**src/rtl/msu_pkg.sv**
```systemverilog
// Shared MSU-1 register map: offsets, status layout and ID string bytes.
package msu_pkg;

  localparam logic [2:0] OFF_STATUS   = 3'd0;
  localparam logic [2:0] OFF_DATA     = 3'd1;
  localparam logic [2:0] OFF_SEEK0    = 3'd0;
  localparam logic [2:0] OFF_SEEK1    = 3'd1;
  localparam logic [2:0] OFF_SEEK2    = 3'd2;
  localparam logic [2:0] OFF_SEEK3    = 3'd3;
  localparam logic [2:0] OFF_TRACK_LO = 3'd4;
  localparam logic [2:0] OFF_TRACK_HI = 3'd5;
  localparam logic [2:0] OFF_VOLUME   = 3'd6;
  localparam logic [2:0] OFF_CONTROL  = 3'd7;

  localparam int ST_DATA_BUSY     = 7;
  localparam int ST_AUDIO_BUSY    = 6;
  localparam int ST_REPEAT        = 5;
  localparam int ST_PLAYING       = 4;
  localparam int ST_TRACK_MISSING = 3;

  localparam logic [7:0] ID_BYTE_S    = 8'h53;
  localparam logic [7:0] ID_BYTE_DASH = 8'h2D;
  localparam logic [7:0] ID_BYTE_M    = 8'h4D;
  localparam logic [7:0] ID_BYTE_U    = 8'h55;

  typedef struct packed {
    logic       data_busy;
    logic       audio_busy;
    logic       rep;
    logic       playing;
    logic       track_missing;
    logic [2:0] revision;
  } status_t;

  // Offsets 2..7 spell "S-MSU" followed by the build-specific last byte.
  function automatic logic [7:0] id_byte(input logic [2:0] off, input logic [7:0] last);
    case (off)
      3'd2:    id_byte = ID_BYTE_S;
      3'd3:    id_byte = ID_BYTE_DASH;
      3'd4:    id_byte = ID_BYTE_M;
      3'd5:    id_byte = ID_BYTE_S;
      3'd6:    id_byte = ID_BYTE_U;
      default: id_byte = last;
    endcase
  endfunction

endpackage

```
**src/rtl/msu_fifo.sv**
```systemverilog
// Byte FIFO for the data prefetch path; head is visible combinationally on dout_o.
// Flush beats push and pop; push while full and pop while empty are ignored.
module msu_fifo #(
  parameter int unsigned DEPTH = 16
) (
  input  logic                    clk_i,
  input  logic                    rst_ni,
  input  logic                    push_i,
  input  logic                    pop_i,
  input  logic                    flush_i,
  input  logic [7:0]              din_i,
  output logic [7:0]              dout_o,
  output logic [$clog2(DEPTH):0]  count_o,
  output logic                    empty_o,
  output logic                    full_o
);

  localparam int unsigned AW = $clog2(DEPTH);
  localparam logic [AW:0] FULL_CNT = (AW+1)'(DEPTH);

  logic [7:0]    mem_q [DEPTH];
  logic [AW-1:0] wr_ptr_q, rd_ptr_q;
  logic [AW:0]   count_q;
  logic          do_push, do_pop;

  assign empty_o = (count_q == '0);
  assign full_o  = (count_q == FULL_CNT);
  assign count_o = count_q;
  assign dout_o  = mem_q[rd_ptr_q];

  assign do_push = push_i & ~full_o & ~flush_i;
  assign do_pop  = pop_i & ~empty_o & ~flush_i;

  always_ff @(posedge clk_i) begin
    if (!rst_ni || flush_i) begin
      wr_ptr_q <= '0;
      rd_ptr_q <= '0;
      count_q  <= '0;
    end else begin
      if (do_push) wr_ptr_q <= wr_ptr_q + 1'b1;
      if (do_pop)  rd_ptr_q <= rd_ptr_q + 1'b1;
      if (do_push && !do_pop)      count_q <= count_q + 1'b1;
      else if (do_pop && !do_push) count_q <= count_q - 1'b1;
    end
  end

  always_ff @(posedge clk_i) begin
    if (do_push) mem_q[wr_ptr_q] <= din_i;
  end

endmodule

```
**src/rtl/msu_regs_v2.sv**
```systemverilog
// MSU-1 SNES register window with seek/track req-ack handshakes to the HPS and a data prefetch FIFO.
// Writes take effect and reads land on DOUT one cycle after the strobe edge; HPS bytes drop while fifo_ready is low.
module msu_regs_v2
  import msu_pkg::*;
#(
  parameter logic [15:0] BASE       = 16'h2000,
  parameter int unsigned FIFO_DEPTH = 16,
  parameter logic [2:0]  REVISION   = 3'd2,
  parameter logic [7:0]  ID_LAST    = "1"
) (
  input  logic        CLK,
  input  logic        RST_N,
  input  logic        ENABLE,
  input  logic        RD_N,
  input  logic        WR_N,
  input  logic [23:0] ADDR,
  input  logic [7:0]  DIN,
  output logic [7:0]  DOUT,
  output logic [31:0] seek_addr,
  output logic        seek_req,
  input  logic        seek_ack,
  input  logic [7:0]  fifo_din,
  input  logic        fifo_valid,
  output logic        fifo_ready,
  output logic [31:0] rd_addr,
  output logic [15:0] track_out,
  output logic        track_req,
  input  logic        track_ack,
  input  logic        track_missing_in,
  input  logic        audio_end,
  output logic [7:0]  volume_out,
  output logic        playing_out,
  output logic        repeat_out
);

  logic        rd_acc, wr_acc, rd_acc_q, wr_acc_q;
  logic        rd_edge, wr_edge, rd_fire, wr_fire;
  logic [15:0] off_full;
  logic [2:0]  off;
  logic        in_win;
  logic        unused_addr_hi;

  logic [23:0] seek_shadow_q, seek_shadow_d;
  logic [31:0] seek_addr_q, seek_addr_d, rd_addr_q, rd_addr_d;
  logic        seek_req_q, seek_req_d, data_busy_q, data_busy_d;
  logic [7:0]  track_lsb_q, track_lsb_d;
  logic [15:0] track_q, track_d;
  logic        track_req_q, track_req_d, audio_busy_q, audio_busy_d;
  logic        track_missing_q, track_missing_d;
  logic        playing_q, playing_d, repeat_q, repeat_d;
  logic [7:0]  volume_q, volume_d, dout_q, dout_d;

  logic                          seek_commit, fifo_push, fifo_pop;
  logic [7:0]                    fifo_head;
  logic [$clog2(FIFO_DEPTH):0]   fifo_count;
  logic                          fifo_empty, fifo_full;
  status_t                       status;

  assign rd_acc   = ENABLE & ~RD_N;
  assign wr_acc   = ENABLE & ~WR_N;
  assign rd_edge  = rd_acc & ~rd_acc_q;
  assign wr_edge  = wr_acc & ~wr_acc_q;
  assign off_full = ADDR[15:0] - BASE;
  assign in_win   = (off_full[15:3] == '0);
  assign off      = off_full[2:0];
  assign unused_addr_hi = ^ADDR[23:16];

  // A write edge masks a coincident read edge even when the read alone would hit.
  assign wr_fire = wr_edge & in_win;
  assign rd_fire = rd_edge & ~wr_edge & in_win;

  assign seek_commit = wr_fire & (off == OFF_SEEK3);
  assign fifo_ready  = ~seek_req_q & ~fifo_full;
  assign fifo_push   = fifo_valid & fifo_ready & ~seek_commit;
  assign fifo_pop    = rd_fire & (off == OFF_DATA) & ~data_busy_q & ~fifo_empty;

  assign status = '{data_busy: data_busy_q, audio_busy: audio_busy_q, rep: repeat_q,
                    playing: playing_q, track_missing: track_missing_q, revision: REVISION};

  msu_fifo #(.DEPTH(FIFO_DEPTH)) u_fifo (
    .clk_i   (CLK),
    .rst_ni  (RST_N),
    .push_i  (fifo_push),
    .pop_i   (fifo_pop),
    .flush_i (seek_commit),
    .din_i   (fifo_din),
    .dout_o  (fifo_head),
    .count_o (fifo_count),
    .empty_o (fifo_empty),
    .full_o  (fifo_full)
  );

  always_comb begin
    seek_shadow_d   = seek_shadow_q;
    seek_addr_d     = seek_addr_q;
    rd_addr_d       = rd_addr_q;
    seek_req_d      = seek_req_q;
    data_busy_d     = data_busy_q;
    track_lsb_d     = track_lsb_q;
    track_d         = track_q;
    track_req_d     = track_req_q;
    audio_busy_d    = audio_busy_q;
    track_missing_d = track_missing_q;
    playing_d       = playing_q;
    repeat_d        = repeat_q;
    volume_d        = volume_q;
    dout_d          = dout_q;

    if (seek_req_q && seek_ack) seek_req_d = 1'b0;
    if (data_busy_q && !seek_req_q && (fifo_count != '0)) data_busy_d = 1'b0;
    if (track_req_q && track_ack) begin
      track_req_d     = 1'b0;
      audio_busy_d    = 1'b0;
      track_missing_d = track_missing_in;
    end
    if (audio_end && !repeat_q) playing_d = 1'b0;

    // Bus writes come last so they override the handshake and audio_end updates above.
    if (wr_fire) begin
      case (off)
        OFF_SEEK0: seek_shadow_d[7:0]   = DIN;
        OFF_SEEK1: seek_shadow_d[15:8]  = DIN;
        OFF_SEEK2: seek_shadow_d[23:16] = DIN;
        OFF_SEEK3: begin
          seek_addr_d = {DIN, seek_shadow_q};
          rd_addr_d   = {DIN, seek_shadow_q};
          seek_req_d  = 1'b1;
          data_busy_d = 1'b1;
        end
        OFF_TRACK_LO: track_lsb_d = DIN;
        OFF_TRACK_HI: begin
          track_d      = {DIN, track_lsb_q};
          track_req_d  = 1'b1;
          audio_busy_d = 1'b1;
          playing_d    = 1'b0;
          repeat_d     = 1'b0;
        end
        OFF_VOLUME: volume_d = DIN;
        OFF_CONTROL: begin
          if (!audio_busy_q) begin
            playing_d = DIN[0] & ~track_missing_q;
            repeat_d  = DIN[1];
          end
        end
        default: ;
      endcase
    end

    if (rd_fire) begin
      case (off)
        OFF_STATUS: dout_d = status;
        OFF_DATA: begin
          if (fifo_pop) begin
            dout_d    = fifo_head;
            rd_addr_d = rd_addr_q + 32'd1;
          end else begin
            dout_d = 8'h00;
          end
        end
        default: dout_d = id_byte(off, ID_LAST);
      endcase
    end
  end

  always_ff @(posedge CLK) begin
    if (!RST_N) begin
      rd_acc_q        <= 1'b0;
      wr_acc_q        <= 1'b0;
      seek_shadow_q   <= '0;
      seek_addr_q     <= '0;
      rd_addr_q       <= '0;
      seek_req_q      <= 1'b0;
      data_busy_q     <= 1'b0;
      track_lsb_q     <= '0;
      track_q         <= '0;
      track_req_q     <= 1'b0;
      audio_busy_q    <= 1'b0;
      track_missing_q <= 1'b0;
      playing_q       <= 1'b0;
      repeat_q        <= 1'b0;
      volume_q        <= '0;
      dout_q          <= 8'h00;
    end else begin
      rd_acc_q        <= rd_acc;
      wr_acc_q        <= wr_acc;
      seek_shadow_q   <= seek_shadow_d;
      seek_addr_q     <= seek_addr_d;
      rd_addr_q       <= rd_addr_d;
      seek_req_q      <= seek_req_d;
      data_busy_q     <= data_busy_d;
      track_lsb_q     <= track_lsb_d;
      track_q         <= track_d;
      track_req_q     <= track_req_d;
      audio_busy_q    <= audio_busy_d;
      track_missing_q <= track_missing_d;
      playing_q       <= playing_d;
      repeat_q        <= repeat_d;
      volume_q        <= volume_d;
      dout_q          <= dout_d;
    end
  end

  assign DOUT        = dout_q;
  assign seek_addr   = seek_addr_q;
  assign seek_req    = seek_req_q;
  assign rd_addr     = rd_addr_q;
  assign track_out   = track_q;
  assign track_req   = track_req_q;
  assign volume_out  = volume_q;
  assign playing_out = playing_q;
  assign repeat_out  = repeat_q;

endmodule

```
**config.mk**
```make
export PLATFORM = sky130hd
export DESIGN_NAME = msu_regs_v2
export DESIGN_NICKNAME = d
export VERILOG_FILES = /design/src/rtl/msu_pkg.sv /design/src/rtl/msu_fifo.sv /design/src/rtl/msu_regs_v2.sv
export SDC_FILE = /design/constraint.sdc
export NUM_CORES = 1
export LEC_CHECK = 0
export BUFFER_PORTS_ARGS = -buffer_cell sky130_fd_sc_hd__buf_2
export CAP_MARGIN = 40
export CELL_PAD_IN_SITES_DETAIL_PLACEMENT = 1
export CELL_PAD_IN_SITES_GLOBAL_PLACEMENT = 1
export CORE_UTILIZATION = 29
export DETAILED_ROUTE_END_ITERATION = 7
export HOLD_SLACK_MARGIN = 0.05
export PLACE_DENSITY_LB_ADDON = 0.1
export SLEW_MARGIN = 20
export SYNTH_ARGS = -nofsm -noshare
export SYNTH_HDL_FRONTEND = slang
export SYNTH_SLANG_ARGS = --single-unit
```
**constraint.sdc**
```tcl
create_clock -name CLK -period 3.4 [get_ports CLK]
set_input_delay 0.34 -clock CLK [delete_from_list [all_inputs] [get_ports CLK]]
set_output_delay 0.34 -clock CLK [all_outputs]
set_load 0.05 [all_outputs]
```
==> flow_metrics.py <==
metrics = {
    "worst_setup_path": {
        "crit_arrival_ps": 3480,
        "critPathLaunchType": "register",
        "r2r_end": "u_fifo.count_o[4]",
        "crit_chain": "nor4_1, buf_4, a2111oi_0, and3_1, inv_2, ha_1, inv_1, ha_1, a21o_1, a21oi_1, xnor2_1, or3_1, a21oi_1",
        "cp_slowest_cell": "dfxtp_1",
        "r2r_slack_ps": 400,
        "critPathBufInv": 3,
        "crit_required_ps": 3870,
        "path_class": "reg -> reg",
        "crit_fanout": 4,
        "path_delay_family": "compound AO/OA/AOI/OAI gates",
        "slowest_delay_ps": 410,
        "reg2reg_depth": 13,
        "endpoint_kind": "register",
        "r2r_start": "u_fifo.count_o[0]",
    },
    "global_route": {
        "grt_overflow": 0,
        "antenna_found_initial": 0,
        "gr-usage-all-layers_pct": 18.0,
        "grt_max_degree": 74,
        "first_global_vias": 8397,
        "grt_pass1_wl_mm": 53.1,
    },
    "final_layout": {
        "final_net_count": 1230,
        "final-seq-area_um2": 6930,
        "nFillCells": 4291,
        "diodes": 0,
        "drive_gt1_share_pct": 24.6,
        "areaGrowthSynthToFinish_pct": 22.8,
        "multi_input_area_um2": 4170,
    },
    "synthesis": {
        "syn_area_um2": 11400,
        "synth-seq-cells": 282,
        "async_flop_share_pct": 0,
        "yosys.area_share.simple_pct": 15.7,
        "synth_compound_area_share_pct": 10.7,
        "synth_xor_area_share_pct": 0.770,
        "synth.top_cell.area_share_pct": 33.8,
        "synthAdderAreaFrac_pct": 1.28,
        "synth_top_family_by_area": "simple AND/OR/NAND/NOR gates",
        "ys_warn_count": 0,
        "synth_top_area_cell": "edfxtp_1",
        "yosysMostFrequentCell": "nand2_1",
        "synth_edf_count": 128,
        "synth.area.mux_share_pct": 8.03,
        "synth.area.top_cells": "edfxtp_1 34%, dfxtp_1 27%, mux4_2 6.3%",
        "synth_common_cells": "184 x nand2_1, 154 x dfxtp_1, 128 x edfxtp_1",
        "syn_area_per_cell_um2": 11.3,
        "synth_seq_area_share_pct": 60.9,
        "synth_flop_cell": "dfxtp_1",
        "yosysUniqueCellTypes": 63,
        "synthCells": 1006,
        "syn-num-nets": 1067,
    },
    "job": {
        "cap_viol_max_count": 0,
    },
    "pwr": {
        "worst_ir_drop_vdd_uv": 286,
        "power_density_nw_per_um2": 548,
        "power.leakage_nw": 5.09,
    },
    "run_status": {
        "outcome": "finished clean",
    },
    "clock_network": {
        "cts-resized-gates": 0,
        "ctsLongestPathBuffers": 3,
        "clkLatencyLatePin_ps": 560,
        "cts.sinks": 282,
        "post_cts_buffers": 0,
        "cts_hold_buf": 2,
        "cts-root-buf": "clkbuf_16",
        "clk_transition_reported_paths_ps": 60,
        "cts_tree": "built",
        "cts_buffers": 35,
        "cts_max_level": 2,
    },
    "timing": {
        "fin_crit_ps": 3000,
        "skew_ps": 26.4,
        "finalSetupTns_ps": 0,
        "hold_violations": 0,
        "rsz0062_at_grt": "no",
        "fin_crit_sh_pct": 88.3,
        "hold_ws_ps": 83.6,
        "finalMaxSlewViolations": 0,
        "slew_headroom_pct": 51.9,
        "report.final.setup_viol": 0,
        "tightest_slew_ps": 718,
        "fmax_mhz": 333,
    },
    "drt": {
        "drtIter0Drc": 331,
        "viasPerCell": 4.91,
        "wl_per_cell_um": 20.6,
        "wl_mm": 35.3,
        "final_antenna_net_count": 0,
        "drc": 0,
        "route.vias.total": 8415,
        "first_pass_iters": 4,
    },
    "floorplanning": {
        "fp-row-count": 72,
        "pin_count": 151,
        "initial_core_util_pct": 29.4,
        "die-area_um2": 40000,
        "die_w_um": 200,
        "coreArea_um2": 38600,
        "die_height_um": 200,
    },
    "hold_path": {
        "holdPathEnd": "track_missing_q",
        "min-delay-start": "track_ack",
        "hold_class": "in -> reg",
        "min_path_cells": 3,
    },
    "place": {
        "dpl.hpwl_mm": 24.2,
        "routabilityCongestion": 0.752,
        "io_buffer_count": 142,
    },
}
-- logic make-up (layout without fill, tap and decap cells) --
| kind of cell | count (synthesis) | after routing |
|---|---|---|
| and+or+nand+nor | 375 | 375 |
| DFF | 282 | 282 |
| xor gates and xnor gates | 10 | 10 |
| adders and majority gates | 11 | 11 |
| buffers and inverters | 70 | 260 |
| muxes | 51 | 51 |
| AOI/OAI and AO/OA | 207 | 207 |
-- state kept, by name, indices dropped and copies added, names as in the netlist, 4 cells and up, named ones only --
signal and flops:
rd_addr 32, track_out 16, u_fifo.wr_ptr_q 4, u_fifo.rd_ptr_q 4
seek_shadow_q 24, u_fifo.mem_q 128, seek_addr 32, track_lsb_q 8
u_fifo.count_o 5, DOUT 8, volume_out 8
-- cell usage in the layout, fill, tap and decap left out, types with 13 or more instances in the layout --
cell         n
a21oi_1    112
a31oi_1     21
buf_2      142
buf_4       36
clkbuf_16   35
dfxtp_1    153
edfxtp_1   128
mux2i_1     17
mux4_2      32
nand2_1    184
nand3_1     26
nand4_1     13
nor2_1      71
nor3_1      13
-- power breakdown --
part / switching, W / internal (W) / total (W)
logic: 0.000257 / 0.000148 / 0.000406
clock network: 0.00152 / 0.00211 / 0.00362
registers: 0.0000321 / 0.00360 / 0.00363
-- metrics by stage --
stage               cells  utilization [%]  total power (W)  setup WS (ps)  area [um2]
floorplan            1006                -          0.00393            305       11400
global placement     1646             33.1          0.00411            374       12800
detailed placement   1647             33.2          0.00411            311       12800
CTS                  1713             36.1          0.00779            366       14000
global route         1714             36.2          0.00796           90.6       14000
finish               1714             36.2          0.00766            396       14000
-- per-layer routing --
| metal | wire length [um] | track usage [%] | vias up |
|---|---|---|---|
| met2 | 16000 | 27.9 | 172 |
| met1 | 16900 | 25.4 | 4209 |
| met4 | 649 | 4.64 | 0 |
| met3 | 1780 | 3.91 | 43 |
| met5 | 0 | 0 | - |
| li1 | - | - | 3991 |
-- worst max path at each step --
stage                      startpoint                 to  slack (ps)  depth (start not counted)
finish              u_fifo.count_o[0]  u_fifo.count_o[4]         400                         13
global route        u_fifo.count_o[0]  u_fifo.count_o[4]          90                         13
CTS                 u_fifo.count_o[0]  u_fifo.count_o[4]         370                         13
detailed placement           ADDR[10]  u_fifo.count_o[4]         310                         13
global placement             ADDR[10]  u_fifo.count_o[4]         370                         13
floorplan                    seek_req  u_fifo.count_o[4]         300                         11
-- worst register-to-register path, cell delays in order (launching register included) --
cell and delay [ps]:
dfxtp_1 410, nor4_1 90, buf_4 150, a2111oi_0 350
and3_1 260, inv_2 60, ha_1 220, inv_1 150
ha_1 290, a21o_1 190, a21oi_1 180, xnor2_1 90
or3_1 310, a21oi_1 170
-- area by class of cell --
| cell class | count | area share, % |
|---|---|---|
| tap | 518 | 4.64 |
| sequential | 282 | 49.6 |
| multi-input combinational | 654 | 29.8 |
| clock buffer | 44 | 6.87 |
| clock inverter | 20 | 1.19 |
| inverter | 13 | 0.367 |
| timing repair buffer | 183 | 7.53 |
Power figures use the tool's default switching activity.
